**src/rtl/alu_op_sequencer.sv**
```systemverilog
// Command-side sequencer for a shared single-adder ALU: single-step ops, NEG,
// and an iterative shift-add MUL, behind valid/ready command and response ports.
module alu_op_sequencer #(
  parameter int DW = 32
) (
  input  logic          clk,
  input  logic          rst,
  input  logic          cmd_valid,
  output logic          cmd_ready,
  input  logic [2:0]    cmd_op,
  input  logic [DW-1:0] cmd_a,
  input  logic [DW-1:0] cmd_b,
  output logic [DW-1:0] alu_a,
  output logic [DW-1:0] alu_b,
  output logic [1:0]    alu_control,
  input  logic [DW-1:0] alu_y,
  output logic          rsp_valid,
  input  logic          rsp_ready,
  output logic [DW-1:0] rsp_data,
  output logic          rsp_err
);

  localparam int CW = (DW > 1) ? $clog2(DW) : 1;

  localparam logic [2:0] OP_ADD = 3'b000;
  localparam logic [2:0] OP_SUB = 3'b001;
  localparam logic [2:0] OP_AND = 3'b010;
  localparam logic [2:0] OP_OR  = 3'b011;
  localparam logic [2:0] OP_MUL = 3'b100;
  localparam logic [2:0] OP_NEG = 3'b101;

  typedef enum logic [1:0] {IDLE, EXEC, MUL_ITER, RESP} state_t;

  state_t        state_q, state_d;
  logic [2:0]    op_q, op_d;
  logic [DW-1:0] a_q, a_d;        // doubles as the shifting multiplicand
  logic [DW-1:0] b_q, b_d;        // doubles as the shifting multiplier
  logic [DW-1:0] acc_q, acc_d;
  logic [CW-1:0] cnt_q, cnt_d;
  logic [DW-1:0] rsp_data_q, rsp_data_d;
  logic          rsp_err_q, rsp_err_d;
  logic [DW-1:0] acc_next;

  always_ff @(posedge clk or posedge rst) begin
    if (rst) begin
      state_q    <= IDLE;
      op_q       <= '0;
      a_q        <= '0;
      b_q        <= '0;
      acc_q      <= '0;
      cnt_q      <= '0;
      rsp_data_q <= '0;
      rsp_err_q  <= 1'b0;
    end else begin
      state_q    <= state_d;
      op_q       <= op_d;
      a_q        <= a_d;
      b_q        <= b_d;
      acc_q      <= acc_d;
      cnt_q      <= cnt_d;
      rsp_data_q <= rsp_data_d;
      rsp_err_q  <= rsp_err_d;
    end
  end

  always_comb begin
    state_d     = state_q;
    op_d        = op_q;
    a_d         = a_q;
    b_d         = b_q;
    acc_d       = acc_q;
    cnt_d       = cnt_q;
    rsp_data_d  = rsp_data_q;
    rsp_err_d   = rsp_err_q;
    acc_next    = acc_q;
    cmd_ready   = 1'b0;
    rsp_valid   = 1'b0;
    alu_a       = '0;
    alu_b       = '0;
    alu_control = 2'b00;

    unique case (state_q)
      IDLE: begin
        cmd_ready = 1'b1;
        if (cmd_valid) begin
          op_d    = cmd_op;
          a_d     = cmd_a;
          b_d     = cmd_b;
          acc_d   = '0;
          cnt_d   = '0;
          state_d = (cmd_op == OP_MUL) ? MUL_ITER : EXEC;
        end
      end

      EXEC: begin
        rsp_err_d = 1'b0;
        unique case (op_q)
          OP_ADD: begin alu_a = a_q; alu_b = b_q; alu_control = 2'b00; end
          OP_SUB: begin alu_a = a_q; alu_b = b_q; alu_control = 2'b01; end
          OP_AND: begin alu_a = a_q; alu_b = b_q; alu_control = 2'b10; end
          OP_OR:  begin alu_a = a_q; alu_b = b_q; alu_control = 2'b11; end
          OP_NEG: begin alu_a = '0;  alu_b = a_q; alu_control = 2'b01; end
          default: rsp_err_d = 1'b1;
        endcase
        rsp_data_d = rsp_err_d ? '0 : alu_y;
        state_d    = RESP;
      end

      MUL_ITER: begin
        alu_a       = acc_q;
        alu_b       = a_q;
        alu_control = 2'b00;
        acc_next    = b_q[0] ? alu_y : acc_q;
        acc_d       = acc_next;
        a_d         = a_q << 1;
        b_d         = b_q >> 1;
        cnt_d       = cnt_q + CW'(1);
        // Fixed DW iterations regardless of operand values.
        if (cnt_q == CW'(DW - 1)) begin
          rsp_data_d = acc_next;
          rsp_err_d  = 1'b0;
          state_d    = RESP;
        end
      end

      RESP: begin
        rsp_valid = 1'b1;
        if (rsp_ready) state_d = IDLE;
      end

      default: state_d = IDLE;
    endcase
  end

  assign rsp_data = rsp_data_q;
  assign rsp_err  = rsp_err_q;

endmodule
```
**config.mk**
```make
export PLATFORM = sky130hd
export DESIGN_NAME = alu_op_sequencer
export DESIGN_NICKNAME = d
export VERILOG_FILES = /design/src/rtl/alu_op_sequencer.sv
export SDC_FILE = /design/constraint.sdc
export NUM_CORES = 1
export LEC_CHECK = 0
export BUFFER_PORTS_ARGS = -buffer_cell sky130_fd_sc_hd__buf_2
export CORE_MARGIN = 2
export CORE_UTILIZATION = 57
export DETAILED_ROUTE_END_ITERATION = 8
export MAX_ROUTING_LAYER = met4
export PLACE_DENSITY = 0.94
export SLEW_MARGIN = 30
export SYNTH_ARGS = -nofsm -noshare
export SYNTH_HDL_FRONTEND = slang
export SYNTH_SLANG_ARGS = --single-unit
```
**constraint.sdc**
```tcl
create_clock -name clk -period 11.9 [get_ports clk]
set_clock_uncertainty 0.2 [all_clocks]
set_input_delay 0.595 -clock clk [delete_from_list [all_inputs] [get_ports clk]]
set_output_delay 0.595 -clock clk [all_outputs]
set_load 0.05 [all_outputs]
```
==> parameters.txt, run 1 <==
Parameter                              Value

Status
  Outcome ... finished, final reports clean

Setup path
  CP Max Fanout ... 80
  Worst flop-to-flop path endpoint ... b_q[21]
  Flop2flop setup slack ... 8840 ps
  Startpoint Class ... flop
  Startpoint of the most critical register-to-register path ... state_q[0]
  Data required time at the worst endpoint ... 11,110 ps
  Data arrival, critical path ... 3070 ps
  Cell depth of the worst flop-to-flop path ... 6
  Type of the setup path with the least slack ... reg2out
  Kind of capture point of the worst setup path ... output port
  Origin of the worst setup path ... state_q[0]

STA
  Number of setup violations in the final report ... 0
  RSZ-0062 raised after global routing ... no
  Final-report hold violation count ... 0
  Total count of max-transition violations in the final report ... 0
  Final worst hold slack ... 122.2 ps
  Crit share post-route ... 32.48%
  Actual transition at the worst max-transition pin ... 911.2 ps
  Setup slack of the critical path after layout ... 8035 ps
  Max_slew headroom ... 39.25%
  Sum of negative setup slack ... 0 ps
  Min Clock Period, post-route ... 3865 ps
  Highest attainable clock frequency ... 0.2588 GHz

Yosys
  Seq cells post-synth ... 139
  Top_reg_cell synth ... dfrtp_1
  Cell type contributing the most total cell area after synthesis ... dfrtp_1
  Post-synthesis instance area ... 7621 µm²
  Post-synth cell types ... 34
  Leading cell type by number of instances after synthesis ... nand2_1
  Post-Syn Nets ... 918
  Post-synth top cells ... nand2_1, dfrtp_1, o21ai_0, a22oi_1, nor2b_1
  Post-synthesis instance total ... 808
  Post-synth EDFFs ... 0
  Largest cells by area after synthesis ... dfrtp_1, mux2i_1, a22oi_1
  Asr flop ratio synth ... 100.0%
  Part of the Yosys area used for sequential elements ... 45.64%
  Average cell area after synthesis ... 9.432 µm²
  Area share of the largest cell type after synthesis ... 45.64%
  YS warnings ... 0

Power and ir drop
  PwrDens ... 340.6 nW/µm²
  Cell leakage power ... 4.391 nW
  Max VDD drop ... 0.2290 mV
  Total power consumption of the routed design ... 3.139 mW

Global routing
  Via count of the first global-routing pass ... 6,368
  Global router's overall resource usage ... 30.30%
  Global-route wire length before repair ... 32,890 µm
  GR Overflow Total ... 0
  Number of antenna violations at the first check in global routing ... 1
  Pin count of the biggest net entering global routing ... 101

CTS
  Sinks on Clock Net ... 139
  CTS tree ... done
  CTS H-Tree Depth ... 4
  Post-CTS clock slew at the launch and capture registers of the worst setup and hold paths ... 60 ps
  Later-pin clock latency in the skew report ... 420 ps
  CTS max path bufs ... 2
  Hold-fix buffers, CTS ... 0
  CTS buffer count ... 17
  Root Buffer ... clkbuf_16
  Post-CTS Repair Setup Buffers ... 0
  Resized Gates After CTS ... 0

Finish
  Area growth syn-to-layout ... 20.92%
  Net total in the final layout ... 1,079
  Post-route standard cell area excluding fillers ... 9215 µm²
  Finished Core Util ... 70.14%
  Final non-filler cell total ... 1,159
  Layout cells sized above 1 ... 29.43%
  Count of filler cells inserted in the layout ... 973

Floorplanning
  # rows ... 42
  Ports placed on the boundary ... 204
  Die span in y ... 119.6 µm
  Floorplan die area ... 14,310 µm²
  Die outline width ... 119.6 µm
  Std-Cell Core Area ... 13,140 µm²
  Starting Density ... 58.01%

Routing
  Post-route DRC violation count ... 0
  Post-DR wirelength/cell ... 17.82 µm
  Vias/cell ... 5.793
  Antenna-violating nets left ... 0
  First-pass iteration count of the detailed router ... 6
  Number of violations reported at the end of detailed-routing iteration 0 ... 770
  Routed vias ... 6,714
  Aggregate routed wire length ... 20,650 µm

Placement
  Cell count after placement ... 1,126
  Final Wtd Congestion ... 0.9034
  Half-perimeter wire length after detailed placement ... 14,000 µm
  Placement-stage cell area ... 8588 µm²
  Buffers on Ports ... 203
  Pre-CTS setup slack ... 8607 ps

Flow run
  Count of maximum capacitance violations ... 0

Min path
  Hold/Removal Path Class ... in2async
==> how the worst max path moves through the flow <==
stage                      endpoint  slack, ps  cells past startpoint
final                     alu_a[10]       8040                      6
after global routing      alu_a[10]       7930                      6
after CTS                 alu_a[10]       8140                      6
after detailed placement  alu_a[10]       8610                      6
after global placement    alu_b[24]       8630                      6
after floorplan              a_q[0]       7380                      1
==> final cells by class <==
cell class	instances	area, µm²	area share [%]
Clock buffer	17	425.4	4.616
Tap cell	176	220.2	2.390
Inverter	4	20.02	0.2172
Clock inverter	15	188.9	2.050
Timing Repair Buffer	212	1084	11.76
Multi-Input combinational cell	595	3796	41.19
Antenna cell	1	2.502	0.02716
Sequential cell	139	3478	37.75
==> metal layers <==
metal  track usage, %  wire length (µm)  vias to the layer above
met4            12.57               597                        0
met2            45.54              9644                      307
met1            41.52              9031                     3195
met3            4.610              1376                       50
met5                -                 0                        -
li1                 -                 -                     3162
==> sequential cells by signal (all words and copies together), names as in the netlist <==
register and count:
rsp_data 32, b_q 32, cnt_q 5, acc_q 32
op_q 3, rsp_err 1, a_q 32, state_q 2
==> worst max-delay path, cell delays in order (launching register included) <==
cell and delay (ps):
dfrtp_1 400, inv_1 220, ha_4 490, buf_4 730
a22oi_1 200, nor2b_1 240, buf_2 310
==> cells in the final DEF, fill, tap and decap left out, types with 2 or more instances in the layout <==
| cell type | n |
|---|---|
| a21boi_0 | 12 |
| inv_1 | 3 |
| clkinvlp_4 | 5 |
| o21ai_1 | 5 |
| ha_1 | 5 |
| ha_4 | 2 |
| a22o_1 | 2 |
| mux2i_1 | 63 |
| buf_2 | 203 |
| a32o_1 | 2 |
| mux2_2 | 35 |
| nand2_1 | 166 |
| nand2b_1 | 2 |
| clkbuf_16 | 17 |
| dfrtp_1 | 139 |
| nand3_1 | 22 |
| a22oi_1 | 84 |
| o21ai_0 | 106 |
| buf_4 | 9 |
| bufinv_16 | 3 |
| nor2b_1 | 70 |
| inv_6 | 6 |
| a31oi_1 | 4 |
| nor2_1 | 2 |
| clkinv_4 | 2 |
==> where the power goes <==
group          internal, mW  leakage [nW]  switching, mW
combinational         0.543          2.32           1.16
sequential            0.678          1.78          0.211
clock                 0.333         0.284          0.215
total                  1.55          4.39           1.58
==> kinds of logic (layout without fill, tap and decap cells) <==
kind of cell	Yosys count	in the layout	share of synthesized area [%]
mux	99	99	13.63
fa+ha+maj	7	7	1.149
flops	139	139	45.64
buf+inv	74	248	5.237
simple gates	268	268	16.16
other cells	0	1	0
compound gates	221	221	18.19
(Power assumes the default switching activity.)
==> run 2: changes to the inputs <==
Settings changed: CORE_UTILIZATION 57 to 53, PLACE_DENSITY 0.94 to 0.88.
Clock period 11.9 ns to 3.7 ns, I/O delays scaled along.
==> run 2 against run 1 <==
Global-route usage increased by 2.1 points. Core utilization increased by 3.7 points. Clock power increased to 3.4 times the previous value. Combinational power increased to 3.4 times the previous value. Register-to-register slack got worse by 8000 ps. Die area increased by 7.3%. Count of clock-buffer cells in the layout increased by 8. Sequential power increased to 3.3 times the previous value. Critical path type unchanged. Critical endpoint is now alu_a[31]. Largest cell class unchanged.
==> parameters.txt, run 2 (same netlist as run 1, synthesis figures left out) <==
Parameter                              Value

Setup path
  Crit path buffers/inverters ... 3
  Data required time at the worst endpoint ... 3310 ps
  Family with the most delay on the worst path ... simple AND/OR/NAND/NOR gates
  CP Max Fanout ... 30
  Startpoint Class ... flop
  Crit path max-delay cell type ... nor2b_4
  Slowest stage delay, CP ... 690 ps
  Kind of capture point of the worst setup path ... output port
  Worst path cell trace ... inv_1, ha_1, nor2b_4, buf_4, a22oi_1, nor2b_1, buf_2
  Type of the setup path with the least slack ... reg2out
  Data arrival, critical path ... 3000 ps

STA
  Sum of negative setup slack ... 0 ps
  Total count of max-transition violations in the final report ... 0
  Number of setup violations in the final report ... 0
  Actual transition at the worst max-transition pin ... 753.5 ps
  Max_slew headroom ... 49.66%
  Final-report hold violation count ... 0
  RSZ-0062 raised after global routing ... no
  Highest attainable clock frequency ... 0.2953 GHz
  Min Clock Period, post-route ... 3386 ps
  Final worst hold slack ... 53.57 ps
  Crit share post-route ... 91.52%

CTS
  CTS buffer count ... 17
  Later-pin clock latency in the skew report ... 410 ps
  Root Buffer ... clkbuf_16
  Sinks on Clock Net ... 139
  CTS H-Tree Depth ... 4
  Resized Gates After CTS ... 0
  Post-CTS clock slew at the launch and capture registers of the worst setup and hold paths ... 60 ps
  CTS tree ... done
  CTS max path bufs ... 2

Finish
  Final non-filler cell total ... 1,267
  Diode insertion count for antenna repair ... 0
  Net total in the final layout ... 1,185
  Commonest non-fill, non-tap cell in the layout ... buf_2
  Finished Core Util ... 73.84%
  Count of filler cells inserted in the layout ... 952
  Area growth syn-to-layout ... 35.53%
  Layout cells sized above 1 ... 26.40%
  Highest-count cells in the layout ignoring fill and taps ... buf_2, nand2_1, dfrtp_1

Global routing
  Via count of the first global-routing pass ... 6,990
  Pin count of the biggest net entering global routing ... 174
  GR Overflow Total ... 0
  Number of antenna violations at the first check in global routing ... 0
  Global router's overall resource usage ... 32.44%
  Global-route wire length before repair ... 36,600 µm

Power and ir drop
  PwrDens ... 1012 nW/µm²
  Cell leakage power ... 4.870 nW
  Max VDD drop ... 0.7302 mV

Routing
  Highest metal layer with signal wires ... met4
  Met3 wire length ... 1752 µm
  Aggregate routed wire length ... 24,020 µm
  First-pass iteration count of the detailed router ... 6
  Routed vias ... 7,457
  Post-route DRC violation count ... 0
  Metal2 WL ... 11,330 µm
  Routed length on met1 ... 10,020 µm
  Number of violations reported at the end of detailed-routing iteration 0 ... 1,016
  Post-DR wirelength/cell ... 18.96 µm
  Antenna-violating nets left ... 0
  Vias/cell ... 5.886

Placement
  Final Wtd Congestion ... 0.9394
  Cell count after placement ... 1,133
  Half-perimeter wire length after detailed placement ... 14,000 µm
  Buffers on Ports ... 203

Floorplanning
  # rows ... 43
  Die outline width ... 123.9 µm
  Ports placed on the boundary ... 204
  Floorplan die area ... 15,350 µm²
  Std-Cell Core Area ... 13,990 µm²
  Starting Density ... 54.48%
  Die span in y ... 123.9 µm

Status
  Outcome ... finished, final reports clean

Flow run
  Count of maximum capacitance violations ... 0

Min path
  Hold/Removal Path Class ... in2reg
-- run 2: cell types whose count changed in the layout (fill, tap and decap cells not counted), sizes merged --
cell	delta
clkinvlp	-3
inv	-6
bufinv	+1
clkinv	-1
clkbuf	+8
dlygate4sd3	+103
buf	+3
diode	-1
-- run 2: timing repair --
action	CTS	global route
endpoints found under the hold margin	262	0
setup buffers	0	0
hold buffers	103	0
setup endpoints to repair	0	0
-- run 2: report_power, final --
group          leakage (nW)  internal [mW]  total (mW)  switching [mW]
Sequential             1.78           2.18        2.91           0.732
Combinational          2.78           1.88        5.70            3.82
Clock                 0.310           1.21        1.85           0.632
-- run 2: layout make-up --
type | count | area (µm²) | share of cell area [%]
sequential | 139 | 3480 | 33.69
tap | 180 | 225.2 | 2.180
clock buffer | 25 | 505.5 | 4.894
clock inverter | 6 | 132.6 | 1.284
inverter | 4 | 18.77 | 0.1817
multi-input combinational | 595 | 3792 | 36.72
timing repair buffer | 318 | 2175 | 21.05
-- run 2: worst reg2reg max path: stages, from the launching register on --
cell and delay (ps):
dfrtp_1 400, inv_1 210, ha_1 430, nor2b_1 100, a31oi_1 180, dlygate4sd3_1 570, o21ai_0 80, dlygate4sd3_1 600
-- run 2: layer usage --
metal,up-vias,global-route usage [%]
li1,3385,-
met1,3509,43.27
met2,468,49.59
met3,95,4.670
met4,0,14.61
met5,-,-
-- run 2: stage by stage --
stage / power (mW) / cell area (µm²) / setup slack, ps
after floorplan: 7.177 / 7625 / 1249
after global placement: 8.207 / 8648 / 892.6
after detailed placement: 8.346 / 8648 / 842.6
after CTS: 10.30 / 10320 / 390.1
after global routing: 11.05 / 10330 / 177.8
final: 10.46 / 10330 / 313.9
-- run 2: path summary, 6_finish.rpt --
check | startpoint | end | slack (ps) | cells past startpoint
min in group asynchronous | rst | rsp_data[2] | 330 | 4
max in group asynchronous | rst | rsp_data[20] | 2410 | 4
min reg2reg | rsp_data[29] | rsp_data[29] | 280 | 2
max | state_q[1] | alu_a[31] | 310 | 7
min | cmd_valid | a_q[0] | 50 | 4
max reg2reg | state_q[0] | b_q[31] | 830 | 7
